## config.mk

```make
export PLATFORM = sky130hd
export DESIGN_NAME = seq_multiplier
export DESIGN_NICKNAME = d
export VERILOG_FILES = /design/src/rtl/seq_multiplier_pkg.sv /design/src/rtl/seq_multiplier_product_state.sv /design/src/rtl/seq_multiplier.sv
export SDC_FILE = /design/constraint.sdc
export NUM_CORES = 1
export LEC_CHECK = 0
export CAP_MARGIN = 30
export CORE_UTILIZATION = 40
export DETAILED_ROUTE_END_ITERATION = 6
export PLACE_DENSITY_LB_ADDON = 0.1
export SYNTH_ARGS = -nofsm -noshare
export SYNTH_HDL_FRONTEND = slang
export SYNTH_HIERARCHICAL = 1
export SYNTH_SLANG_ARGS = --single-unit
```

## constraint.sdc

```tcl
create_clock -name clk -period 4.6 [get_ports clk]
set_clock_uncertainty 0.15 [all_clocks]
set_input_delay 1.38 -clock clk [delete_from_list [all_inputs] [get_ports clk]]
set_output_delay 1.38 -clock clk [all_outputs]
set_load 0.02 [all_outputs]
```

## src/rtl/seq_multiplier_pkg.sv

```systemverilog
// Shared types for the iterative multiplier.
//   boolPkg        : two-valued enable type used for internal enables.
//   multiplier2Pkg : operand-mode select, FSM states and product-register
//                    update select.
package boolPkg;
  typedef enum logic {FALSE = 1'b0, TRUE = 1'b1} bool;
endpackage

package multiplier2Pkg;
  localparam int MUL_WIDTH = 32;

  // Encoding 2'b11 is not assigned and is treated as unsigned.
  typedef enum logic [1:0] {
    MUL_UNSIGNED        = 2'd0,
    MUL_SIGNED          = 2'd1,
    MUL_SIGNED_UNSIGNED = 2'd2
  } mulMux;

  typedef enum logic [1:0] {
    IDLE  = 2'd0,
    CALC  = 2'd1,
    FIXUP = 2'd2,
    DONE  = 2'd3
  } mulState;

  typedef enum logic [1:0] {
    LOAD_PRODUCT      = 2'd0,
    ADD_SHIFT_PRODUCT = 2'd1,
    NEG_PRODUCT       = 2'd2,
    HOLD_PRODUCT      = 2'd3
  } productMux;
endpackage

```

## src/rtl/seq_multiplier_product_state.sv

```systemverilog
// Product register and its datapath for the shift-add multiplier.
// Ports:
//   clk, reset        : clock, synchronous active-low reset (clears product)
//   i_sel   [1:0]     : productMux update select
//   i_productEn       : boolPkg::bool, register update enable
//   i_mcand [W-1:0]   : multiplicand magnitude, added while shifting
//   i_mplr  [W-1:0]   : multiplier magnitude, loaded into the low half
//   o_product[2W-1:0] : product register
module seq_multiplier_product_state
  import multiplier2Pkg::*;
  import boolPkg::*;
#(
  parameter int WIDTH = MUL_WIDTH
) (
  input  logic               clk,
  input  logic               reset,
  input  logic [1:0]         i_sel,
  input  logic               i_productEn,
  input  logic [WIDTH-1:0]   i_mcand,
  input  logic [WIDTH-1:0]   i_mplr,
  output logic [2*WIDTH-1:0] o_product
);
  logic [2*WIDTH-1:0] r_product;
  logic [2*WIDTH-1:0] w_next;
  logic [WIDTH:0]     w_sum;

  // Low half doubles as the multiplier shift register: bit 0 is the
  // current multiplier bit, and the sum's carry shifts into the top.
  always_comb begin
    w_sum  = {1'b0, r_product[2*WIDTH-1:WIDTH]}
           + (r_product[0] ? {1'b0, i_mcand} : '0);
    w_next = r_product;
    case (productMux'(i_sel))
      LOAD_PRODUCT:      w_next = {{WIDTH{1'b0}}, i_mplr};
      ADD_SHIFT_PRODUCT: w_next = {w_sum, r_product[WIDTH-1:1]};
      NEG_PRODUCT:       w_next = -r_product;
      default:           w_next = r_product;
    endcase
  end

  always_ff @(posedge clk) begin
    if (!reset)                      r_product <= '0;
    else if (bool'(i_productEn) == TRUE) r_product <= w_next;
  end

  assign o_product = r_product;
endmodule

```

## src/rtl/seq_multiplier.sv

```systemverilog
// Iterative WIDTH x WIDTH -> 2*WIDTH sign-magnitude shift-add multiplier,
// one multiplier bit per cycle, start/busy/done handshake.
// Ports:
//   clk, reset                : clock, synchronous active-low reset
//   start                     : request, accepted only in IDLE
//   mulSel [1:0]              : mulMux operand mode, sampled with start
//   multiplicand, multiplier  : operands, sampled with start
//   busy                      : high in every state except IDLE
//   done                      : one-cycle pulse, product valid
//   productHigh, productLow   : product halves, held until next acceptance
module seq_multiplier
  import multiplier2Pkg::*;
  import boolPkg::*;
#(
  parameter int WIDTH = MUL_WIDTH
) (
  input  logic             clk,
  input  logic             reset,
  input  logic             start,
  input  logic [1:0]       mulSel,
  input  logic [WIDTH-1:0] multiplicand,
  input  logic [WIDTH-1:0] multiplier,
  output logic             busy,
  output logic             done,
  output logic [WIDTH-1:0] productHigh,
  output logic [WIDTH-1:0] productLow
);
  localparam int CW = $clog2(WIDTH);

  mulState          r_state;
  logic [CW-1:0]    r_count;
  logic [WIDTH-1:0] r_mcand;
  logic             r_negate;
  logic             r_busy;
  logic             r_done;

  logic               w_signA, w_signB, w_accept;
  logic [WIDTH-1:0]   w_absA, w_absB;
  productMux          w_sel;
  bool                w_productEn;
  logic [2*WIDTH-1:0] w_product;

  always_comb begin
    w_signA = 1'b0;
    w_signB = 1'b0;
    case (mulSel)
      MUL_SIGNED:          begin w_signA = multiplicand[WIDTH-1]; w_signB = multiplier[WIDTH-1]; end
      MUL_SIGNED_UNSIGNED: w_signA = multiplicand[WIDTH-1];
      default: ;
    endcase
  end

  // Most negative value maps to itself, which is its correct magnitude
  // when read as unsigned.
  assign w_absA   = w_signA ? -multiplicand : multiplicand;
  assign w_absB   = w_signB ? -multiplier   : multiplier;
  assign w_accept = (r_state == IDLE) && start;

  always_comb begin
    if (w_accept)                        w_sel = LOAD_PRODUCT;
    else if (r_state == CALC)            w_sel = ADD_SHIFT_PRODUCT;
    else if (r_state == FIXUP && r_negate) w_sel = NEG_PRODUCT;
    else                                 w_sel = HOLD_PRODUCT;
    w_productEn = (w_sel != HOLD_PRODUCT) ? TRUE : FALSE;
  end

  always_ff @(posedge clk) begin
    if (!reset) begin
      r_state  <= IDLE;
      r_count  <= '0;
      r_mcand  <= '0;
      r_negate <= 1'b0;
      r_busy   <= 1'b0;
      r_done   <= 1'b0;
    end else begin
      case (r_state)
        IDLE: if (start) begin
          r_mcand  <= w_absA;
          r_negate <= w_signA ^ w_signB;
          r_count  <= '0;
          r_busy   <= 1'b1;
          r_state  <= CALC;
        end
        CALC: begin
          r_count <= r_count + 1'b1;
          if (r_count == CW'(WIDTH-1)) r_state <= FIXUP;
        end
        FIXUP: begin
          r_done  <= 1'b1;
          r_state <= DONE;
        end
        default: begin
          r_done  <= 1'b0;
          r_busy  <= 1'b0;
          r_state <= IDLE;
        end
      endcase
    end
  end

  seq_multiplier_product_state #(.WIDTH(WIDTH)) u_product (
    .clk         (clk),
    .reset       (reset),
    .i_sel       (w_sel),
    .i_productEn (w_productEn),
    .i_mcand     (r_mcand),
    .i_mplr      (w_absB),
    .o_product   (w_product)
  );

  assign busy        = r_busy;
  assign done        = r_done;
  assign productHigh = w_product[2*WIDTH-1:WIDTH];
  assign productLow  = w_product[WIDTH-1:0];
endmodule
```

# Word-level counts from Yosys, hierarchy flattened
# Cells that the tools add are included.
# W data, S select, Z words.
# totals
reg_bits	106
out_inout_bits	66
# classes
n_addsub	5
n_eq_ne	10
muxes	18
bitwise	2
n_reduce_logical	14
# op_table
op	count
$pmux W64 S3	1
$mux W32	3
$neg A32 Y32	2
$neg A64 Y64	1
$add A32 B33 Y33	1
$pmux W5 S2	1
$reduce_and A2 Y1	5
$mux W2	4
$eq A2 B1 Y1 const B	3
$eq A2 B2 Y1 const B	3
$pmux W2 S3	1
$reduce_or A2 Y1	3
$add A5 B1 Y5 const B	1
$eq A5 B5 Y1 const B	1
$mux W1	5
$mux W5	1
$logic_not A2 Y1	2
$ne A2 B2 Y1 const B	2
$pmux W1 S2	2
$reduce_bool A3 Y1	1
$logic_and A1 B1 Y1	2
$ne A2 B1 Y1 const B	1
$reduce_bool A2 Y1	1
$not A1 Y1	1
$xor A1 B1 Y1	1

# Depth between registers and ports, before layout
# Gate-level depths: netlist of the first run.
# logic_depth
depth_word	8
depth_mapped	17
ltp_nobuf	13

# Modules after synthesis
# Netlist of the first run, hierarchy kept.
# by_module_without_submodules
mod	n_inst	cells_per_inst	area_each_um2
seq_multiplier_product_state	1	897	6313.6
seq_multiplier	1	399	3084.2

# Worst setup path before layout of the first run
# OpenSTA, ideal clock, no wires.
# synth_timing
path_type	input to register
from	in start
to	reg u_product.r_product[51], in the netlist u_product/o_product[51]
setup_ns	0.092
arrival_time_ns	3.689
t_required_ns	4.358
slack_ns	0.669
stages	14
cell_sequence	and2_1 > clkbuf_1 > buf_1 > nor2_1 > inv_1 > ha_1 > clkbuf_1 > nor2b_1 > clkbuf_1 > nand2_1 > clkbuf_1 > a21oi_1 > nor2_1 > o32ai_1
# synth_via
elab_chain_cells	5
word_cells_on_any_way	10
cone_classes	eq/ne: 3; mux: 3; reduce/logical: 4
# synth_rtl
element	line	rtl
start: declaration	seq_multiplier.sv:19	input logic start,
$logic_and A1 B1 Y1 (*)	seq_multiplier.sv:57	assign w_accept = (r_state == IDLE) && start;
$mux W2 (*)	seq_multiplier.sv:60	if (w_accept) w_sel = LOAD_PRODUCT;
via w_sel[0]	seq_multiplier.sv:39	productMux w_sel;
$eq A2 B1 Y1, or another cell as far along	seq_multiplier_product_state.sv:33	case (productMux'(i_sel))
$reduce_bool A3 Y1 (no source line) or $mux W1 (tied branches)	n/a	
$reduce_and A2 Y1 (no source line)	n/a	
end signal: assignment	seq_multiplier_product_state.sv:43	else if (bool'(i_productEn) == TRUE) r_product <= w_next;
end: declaration	seq_multiplier_product_state.sv:23	logic [2*WIDTH-1:0] r_product;
# Mark *: on every way through the listed nets, which the timed path passes. The rest lies on a longest branch.
# A chain may end at the register's enable or synchronous reset.

# Worst setup path in the final report of the first run
# layout_timing
from	in start
to	reg u_product.r_product[53], in the netlist u_product/o_product[53]
# Same word-level chain as after synthesis.

==> flow_metrics.tcl, run 1 <==
set metrics [dict create \
    crit_type "input port to flop" \
    pin_count 135 \
    switchingPower_uw 3330 \
    drive_above_1_share 0.0492 \
    wirelength_um 30900 \
    rrSetupSlack_ns 0.75 \
    yosysTopAreaCellShare 0.226 \
    switching_share 0.513 \
    fillers 2405 \
    routedWlPerCell_um 18.2 \
    hold_viol 0 \
    rows 55 \
    cts_buffers 9 \
    cp-start-kind "input port" \
    timing.final.crit_share 0.844 \
    clock.fmax_mhz 258 \
    setup_viol 0 \
    clkTransAtPathRegs_ns 0.07 \
    n_antenna_cell 0 \
    postCtsSetupRepairBufs 0 \
    ys_seq_elements 106 \
    cp.arrival_ns 4.02 \
    vias 9854 \
    path_buf_inv 3 \
    worstHoldStart "r_mcand[24]" \
    synth_fp_nets 1411 \
    final_nets 1492 \
    grt_use_total 0.253 \
    ys_warn_count 6 \
    clk_latency_ns 0.37 \
    relSlewSlack 0.343 \
    crit_chain "clkdlybuf4s50_1, and2_2, nor2_1, inv_1, ha_1, nor2_1, nand3_1, buf_4, o31ai_1, a21oi_1, o21ai_0" \
    chipWidth_um 155 \
    cp.required_ns 4.73 \
    cts_tree "yes" \
    tns_ns 0 \
    cellPowerDensity_nw_per_um2 576 \
    dr.pass1.iters 5 \
    cp_slowest_stage_delay_ns 0.49 \
    period_minus_slack_ns 3.88 \
    cts.sinks 106 \
    rsz0062_at_grt "no" \
    status "finished clean" \
    syn_area_um2 9400 \
    setup_ws_ns 0.719 \
    ys.flop_type "dfxtp_1" \
    ff2ff_path_depth 11 \
    place_hpwl_um 23500 \
    crit_fanout 22 \
    cts_resized 0 \
    port_buffers 134 \
    p_total_uw 6480 \
    start_util 0.411 \
    grt_max_degree 56 \
    cellInternalPower_uw 3150 \
    grt_pass1_wl_um 48500 \
    areaGrowthSynthToFinish_pct 19.7 \
    root_buffer "clkbuf_16" \
    cap_violations 0 \
    dieArea_um2 24100 \
    yosysMostFrequentCell "nand2_1" \
    gp_congestion 0.885 \
    pre_cts_ws_ns 0.409 \
    postRouteAntennaNets 0 \
    synth_top_area_cell "dfxtp_1" \
    core-area_um2 22800 \
    antenna_found_initial 0 \
    p_seq_frac 0.243 \
    cpMaxStageDelayCell "clkdlybuf4s50_1" \
    drt_iter0_drc 740 \
    endpoint_kind "flop" \
    stdcell_area_um2 11300 \
    synthCells 1296 \
    power_frac_clock 0.123 \
    hold_end "r_mcand[24]" \
    avgSynthCellArea_um2 7.25 \
    regToRegEndpoint "u_product/o_product[61]" \
    seq_area_um2 2120 \
    clockBufferDepth 2 \
    whs_ns 0.299 \
    drt-vias-per-instance 5.81 \
    path_delay_family "simple AND/OR/NAND/NOR gates" \
    power_frac_comb 0.634 \
    synthArstFlopShare 0 \
    synth_commonest_cells "152 x nand2_1, 108 x a21oi_1, 106 x dfxtp_1" \
    grt_pass1_vias 8891 \
    drv_slew 0 \
    placed_area_um2 11000 \
    multi_input_comb_area_um2 6800 \
    cts_hold_buf 0 \
    synthTopCellsByArea "dfxtp_1 23%, nand2_1 6.1%, ha_1 6.0%" \
    peakVddDrop_mv 0.389 \
    p_leak_uw 0.00421 \
    htree_num_levels 3 \
    gr-total-overflow 0 \
    synth_cell_types 79 \
    die_y_um 155 \
    hp-class "flop to flop" \
    cp_common_cell "nor2_1" \
    drc 0 \
    worstMarginPinSlew_ns 0.961 \
    r2r-start "u_product/o_product[0]" \
    seq_area_frac_synth 0.226 \
    synth_edf_count 0 \
    whs_path_depth 2 \
]
[state kept, by name (all words and copies together) (netlist names)]
| name | flops |
|---|---|
| u_product/o_product | 64 |
| done | 1 |
| r_state | 2 |
| r_count | 5 |
| busy | 1 |
| r_mcand | 32 |
| r_negate | 1 |
[how the worst max path moves through the flow]
stage	startpoint	to	slack, ns	depth (start not counted)
floorplan	start	u_product/o_product[51]	0.67	14
global placement	multiplier[4]	u_product/o_product[30]	0.46	10
detailed placement	start	u_product/o_product[63]	0.41	10
CTS	start	u_product/o_product[58]	0.80	10
global route	start	u_product/o_product[58]	0.44	10
finish	start	u_product/o_product[53]	0.72	11
[worst reg2reg max path, cell delays in order, from the launching register on]
cell       delay (ns)
dfxtp_1          0.55
buf_4            0.31
and2_1           0.16
ha_1             0.20
a211oi_1         0.11
o21ai_0          0.27
nand3_1          0.20
a2111oi_0        0.85
o21ai_0          0.37
o211ai_1         0.30
xnor2_1          0.16
o22ai_1          0.10
[through the flow]
step / std cells / util
after floorplan: 1296 / -
after global placement: 1679 / 0.480
after detailed placement: 1679 / 0.480
after CTS: 1695 / 0.492
after global routing: 1695 / 0.492
final: 1695 / 0.492
[logic make-up after synthesis]
group	after synthesis	share of synthesized area
DFF	106	0.226
buffers and inverters	121	0.0517
AOI/OAI and AO/OA	375	0.259
xor gates and xnor gates	107	0.0997
and+or+nand+nor	529	0.289
adders and majority gates	46	0.0620
muxes	12	0.0129
[final cells by class]
cell class | instances | area share
inverter | 36 | 0.0120
timing repair buffer | 155 | 0.134
tap | 313 | 0.0348
sequential | 106 | 0.189
multi-input combinational | 1069 | 0.604
clock buffer | 9 | 0.0200
clock inverter | 7 | 0.00589
[metal layers]
layer,vias to the layer above,wire length [µm],track usage
met1,4639,15000,0.356
met4,0,450,0.0523
met2,298,14000,0.412
met3,36,1460,0.0329
met5,-,0,0
li1,4881,-,-
[power groups by stage]
stage / Clock [µW] / Combinational [µW] / Sequential (µW)
final: 797 / 4110 / 1580
after CTS: 812 / 4070 / 1570
after floorplan: 0 / 2760 / 1640
after global routing: 845 / 4500 / 1620
after detailed placement: 0 / 4050 / 1590
after global placement: 0 / 4020 / 1590
[cells in the final DEF, fill, tap and decap left out, types with 15 or more instances in the layout]
| cell type | count |
|---|---|
| a211oi_1 | 19 |
| a21oi_1 | 108 |
| a221oi_1 | 15 |
| a22oi_1 | 19 |
| and2_1 | 37 |
| and3_1 | 16 |
| buf_4 | 20 |
| clkdlybuf4s50_1 | 134 |
| dfxtp_1 | 106 |
| ha_1 | 45 |
| inv_1 | 35 |
| nand2_1 | 152 |
| nand3_1 | 31 |
| nor2_1 | 105 |
| nor3_1 | 54 |
| nor4_1 | 23 |
| o21ai_0 | 90 |
| o31ai_1 | 15 |
| xnor2_1 | 49 |
| xor2_1 | 58 |
(Power assumes the default switching activity.)
==> run 2, diff against run 1 <==
==> constraint.sdc (replaced) <==
create_clock -name clk -period 3.3 [get_ports clk]
set_clock_uncertainty 0.15 [all_clocks]
set_input_delay 0.99 -clock clk [delete_from_list [all_inputs] [get_ports clk]]
set_output_delay 0.99 -clock clk [all_outputs]
set_load 0.02 [all_outputs]
==> run 2 against run 1 <==
Compared with the run above:
- critical path depth unchanged
- utilization increased by 4.8 points
- power increased by 49%
- setup slack got worse by 0.58 ns
- largest power group unchanged
==> flow_metrics.tcl, run 2 (synthesis gave the netlist of run 1 again) <==
set metrics [dict create \
    endpoint_kind "flop" \
    hp-class "flop to flop" \
    areaGrowthSynthToFinish_pct 31.3 \
    core-area_um2 22800 \
    drt-vias-per-instance 5.72 \
    clockBufferDepth 2 \
    cap_violations 0 \
    clock.fmax_mhz 316 \
    dieArea_um2 24100 \
    worstHoldStart "r_mcand[29]" \
    drv_slew 0 \
    cellPowerDensity_nw_per_um2 785 \
    p_leak_uw 0.00487 \
    rsz0062_at_grt "yes" \
    crit_fanout 13 \
    period_minus_slack_ns 3.16 \
    cts.sinks 106 \
    pre_cts_ws_ns -0.257 \
    place_hpwl_um 24600 \
    hold_viol 0 \
    start_util 0.411 \
    hold_end "r_mcand[29]" \
    worstMarginPinSlew_ns 0.850 \
    grt_pass1_wl_um 49400 \
    tns_ns 0 \
    cp.arrival_ns 3.29 \
    dr.pass1.iters 6 \
    setup_viol 0 \
    cp-start-kind "input port" \
    final_cell_mix "152 x nand2_1, 140 x buf_4, 134 x clkdlybuf4s50_1" \
    grt_use_total 0.258 \
    rows 55 \
    drive_above_1_share 0.138 \
    setup_ws_ns 0.138 \
    cp.required_ns 3.43 \
    relSlewSlack 0.433 \
    clkTransAtPathRegs_ns 0.07 \
    peakVddDrop_mv 0.550 \
    root_buffer "clkbuf_16" \
    port_buffers 134 \
    timing.final.crit_share 0.958 \
    ff2ff_path_depth 11 \
    pin_count 135 \
    gr-total-overflow 0 \
    drc 0 \
    htree_num_levels 3 \
    regToRegEndpoint "u_product/o_product[58]" \
    rrSetupSlack_ns 0.17 \
    final_nets 1618 \
    grt_pass1_vias 9263 \
    stdcell_count 1821 \
    routedWlPerCell_um 17.2 \
    postRouteAntennaNets 0 \
    r2r-start "u_product/o_product[0]" \
    largest_register_ffs 64 \
    n_antenna_cell 0 \
    cts_tree "yes" \
    clk_latency_ns 0.37 \
    die_y_um 155 \
    grt_max_degree 56 \
    crit_type "input port to flop" \
    antenna_found_initial 0 \
    status "finished clean" \
    wirelength_um 31400 \
    final_util 0.540 \
    cts_hold_buf 0 \
    whs_path_depth 2 \
    gp_congestion 0.933 \
    drt_iter0_drc 836 \
    chipWidth_um 155 \
    vias 10400 \
    final_common_cell "nand2_1" \
    p_total_uw 9690 \
    placed_cells_incl_taps 1804 \
    cts_buffers 9 \
]
## run 2: changes by cell type in the layout (fill, tap and decap cells not counted), sizes merged
cell,delta
inv,-2
buf,+126
clkinvlp,-2
clkinv,+4
## run 2: where the power goes
group	switching, µW	leakage (µW)	internal, µW
registers	510	0.000867	1640
logic	3680	0.00386	2770
clock network	555	0.000143	527
total	4740	0.00487	4940
## run 2: timing repair
action | CTS | global route
setup endpoints to repair | 1 | 23
buffers inserted | 0 | 1
endpoints found under the hold margin | 0 | 0
resized for setup | 1 | 16
pin swaps | 0 | 2
## run 2: final cells by class
type                            count  area, µm²
Fill cell                        2288      10500
Multi-Input combinational cell   1069       6870
Timing Repair Buffer              281       2530
Sequential cell                   106       2120
Tap cell                          313        392
Clock buffer                        9        225
Inverter                           36        135
Clock inverter                      7       61.3
## run 2: worst max-delay path by stage
| stage | from | endpoint | slack [ns] | cells after the start |
|---|---|---|---|---|
| 4_1_cts | u_product/o_product[0] | u_product/o_product[58] | 0.008 | 12 |
| 2_1_floorplan | start | u_product/o_product[45] | 0.01 | 12 |
| 5_1_grt | start | u_product/o_product[58] | -0.004 | 11 |
| 3_5_place_dp | multiplier[4] | u_product/o_product[19] | -0.26 | 10 |
| 3_3_place_gp | multiplier[4] | u_product/o_product[17] | -0.21 | 9 |
| 6_report | start | u_product/o_product[58] | 0.14 | 11 |
## run 2: through the flow
step / instance area (µm²) / hold WS (ns)
final: 12300 / 0.297
after global routing: 12300 / 0.327
after CTS: 12300 / 0.300
after detailed placement: 12000 / 0.289
after global placement: 12000 / 0.284
after floorplan: 9410 / 0.267
## run 2: critical path, stage by stage
cell	delay, ns
clkdlybuf4s50_1	0.41
and2_2	0.21
nor2_1	0.14
inv_1	0.06
ha_1	0.39
nor2b_1	0.18
nand2_1	0.11
buf_12	0.17
o41ai_1	0.34
a21oi_1	0.13
o22ai_1	0.14
## run 2: per-layer routing
layer / track usage / part of all wire
met2: 0.409 / 0.44
met1: 0.364 / 0.46
met4: 0.0761 / 0.023
met3: 0.0351 / 0.071
met5: 0 / 0
==> run 3, diff against run 2 <==
--- a/config.mk
+++ b/config.mk
@@ -9,6 +9,7 @@
 export CORE_UTILIZATION = 40
 export DETAILED_ROUTE_END_ITERATION = 6
 export PLACE_DENSITY_LB_ADDON = 0.1
+export SETUP_SLACK_MARGIN = 0.5
 export SYNTH_ARGS = -nofsm -noshare
 export SYNTH_HDL_FRONTEND = slang
 export SYNTH_HIERARCHICAL = 1
==> run 3 against run 2 <==
Compared with the run above:
- non-clock buffer count rose by 42
- maximum frequency rose by 7.8%
- count of clock-buffer cells in the layout did not move
- wire length rose by 5.4%
- critical path depth rose by 2
- combinational power rose by 17%
- utilization rose by 6.9 points
- sequential share of layout area fell by 1.9 points
- final cell count rose by 2.4%
- setup slack improved by 0.23 ns
- critical path type is now flop to flop
- largest cell class unchanged
==> flow_metrics.tcl, run 3 (synthesis gave the netlist of run 1 again) <==
set metrics [dict create \
    status "finished clean" \
    antenna_found_initial 0 \
    routedWlPerCell_um 17.7 \
    areaGrowthSynthToFinish_pct 48.1 \
    worstMarginPinSlew_ns 0.604 \
    largest_register_ffs 64 \
    die_y_um 155 \
    drive_above_1_share 0.274 \
    clk_latency_ns 0.37 \
    crit_fanout 14 \
    crit_type "flop to flop" \
    grt_max_degree 56 \
    clockBufferDepth 2 \
    peakVddDrop_mv 0.487 \
    root_buffer "clkbuf_16" \
    cap_violations 0 \
    hp-class "flop to flop" \
    cp-start-kind "flop" \
    rsz0062_at_grt "yes" \
    wirelength_um 33100 \
    relSlewSlack 0.597 \
    core-area_um2 22800 \
    grt_pass1_wl_um 51500 \
    htree_num_levels 3 \
    clock.fmax_mhz 341 \
    final_cell_mix "165 x buf_4, 146 x nand2_1, 107 x clkdlybuf4s50_1" \
    drv_slew 0 \
    postRouteAntennaNets 0 \
    vias 10700 \
    rows 55 \
    final_common_cell "buf_4" \
    tns_ns 0 \
    gp_congestion 0.913 \
    p_leak_uw 0.00548 \
    gr-total-overflow 0 \
    drt-vias-per-instance 5.71 \
    chipWidth_um 155 \
    cts.sinks 106 \
    clkTransAtPathRegs_ns 0.08 \
    drc 0 \
    setup_viol 0 \
    grt_use_total 0.267 \
    pin_count 135 \
    cellPowerDensity_nw_per_um2 775 \
    hold_viol 0 \
    cts_hold_buf 0 \
    period_minus_slack_ns 2.93 \
    dr.pass1.iters 5 \
    whs_ns 0.303 \
    port_buffers 134 \
    final_nets 1660 \
    timing.final.crit_share 0.889 \
    dieArea_um2 24100 \
    cts_buffers 9 \
    grt_pass1_vias 9752 \
    cp.required_ns 3.38 \
    drt_iter0_drc 742 \
    place_hpwl_um 24400 \
    cts_tree "yes" \
    endpoint_kind "flop" \
    start_util 0.411 \
    cp.arrival_ns 3.01 \
]
==> run 3: cell type report <==
type	instances	area [µm²]
Fill cell	2099	8930
Multi-Input combinational cell	1069	8030
Timing Repair Buffer	323	2930
Sequential cell	106	2130
Tap cell	313	392
Clock buffer	9	225
Inverter	36	135
Clock inverter	7	75.1
Antenna cell	1	2.50
==> run 3: path summary, 6_finish.rpt <==
kind | end | slack [ns] | cells after the start | startpoint
max | u_product/o_product[58] | 0.37 | 13 | u_product/o_product[0]
min | r_mcand[28] | 0.30 | 2 | r_mcand[28]
max reg2reg | u_product/o_product[58] | 0.37 | 13 | u_product/o_product[0]
min reg2reg | r_mcand[28] | 0.30 | 2 | r_mcand[28]
==> run 3: where the power goes <==
part | total (µW) | switching (µW) | internal [µW] | leakage (µW)
combinational | 7520 | 4160 | 3360 | 0.00447
sequential | 2140 | 492 | 1650 | 0.000870
clock | 1120 | 585 | 536 | 0.000144
total | 10800 | 5240 | 5550 | 0.00548
==> run 3: metrics by stage <==
stage | setup slack, ns | cell area [µm²] | total power, µW | instances | utilization
5_1_grt | 0.239 | 13900 | 11500 | 1863 | 0.609
2_1_floorplan | 0.359 | 9830 | 6480 | 1296 | -
3_5_place_dp | -0.204 | 12300 | 8590 | 1806 | 0.537
3_3_place_gp | -0.202 | 12300 | 8550 | 1806 | 0.537
6_report | 0.368 | 13900 | 10800 | 1864 | 0.609
4_1_cts | 0.349 | 13200 | 10200 | 1845 | 0.580
==> run 3: worst max-delay path: stages, from the launching register on <==
cell and delay (ns):
dfxtp_4 0.38, buf_6 0.13, buf_12 0.13, and2_4 0.14, ha_4 0.28, nand2_1 0.08, o21ai_2 0.19, o21ba_4 0.20
a2111oi_4 0.39, buf_4 0.18, nor2_2 0.04, a211oi_2 0.21, xnor2_1 0.17, o22ai_1 0.10
==> run 3: what timing repair did <==
action / 4_1_cts / 5_1_grt
setup endpoints to repair: 78 / 84
gates resized for setup: 140 / 137
setup buffers: 23 / 18
pin swaps: 68 / 111
==> run 3: routing by layer <==
metal | vias up | GRT usage | routed length [µm]
li1 | 5227 | - | -
met1 | 5049 | 0.368 | 15200
met2 | 335 | 0.441 | 15500
met3 | 40 | 0.0304 | 1740
met4 | 0 | 0.0710 | 650
met5 | - | 0 | 0
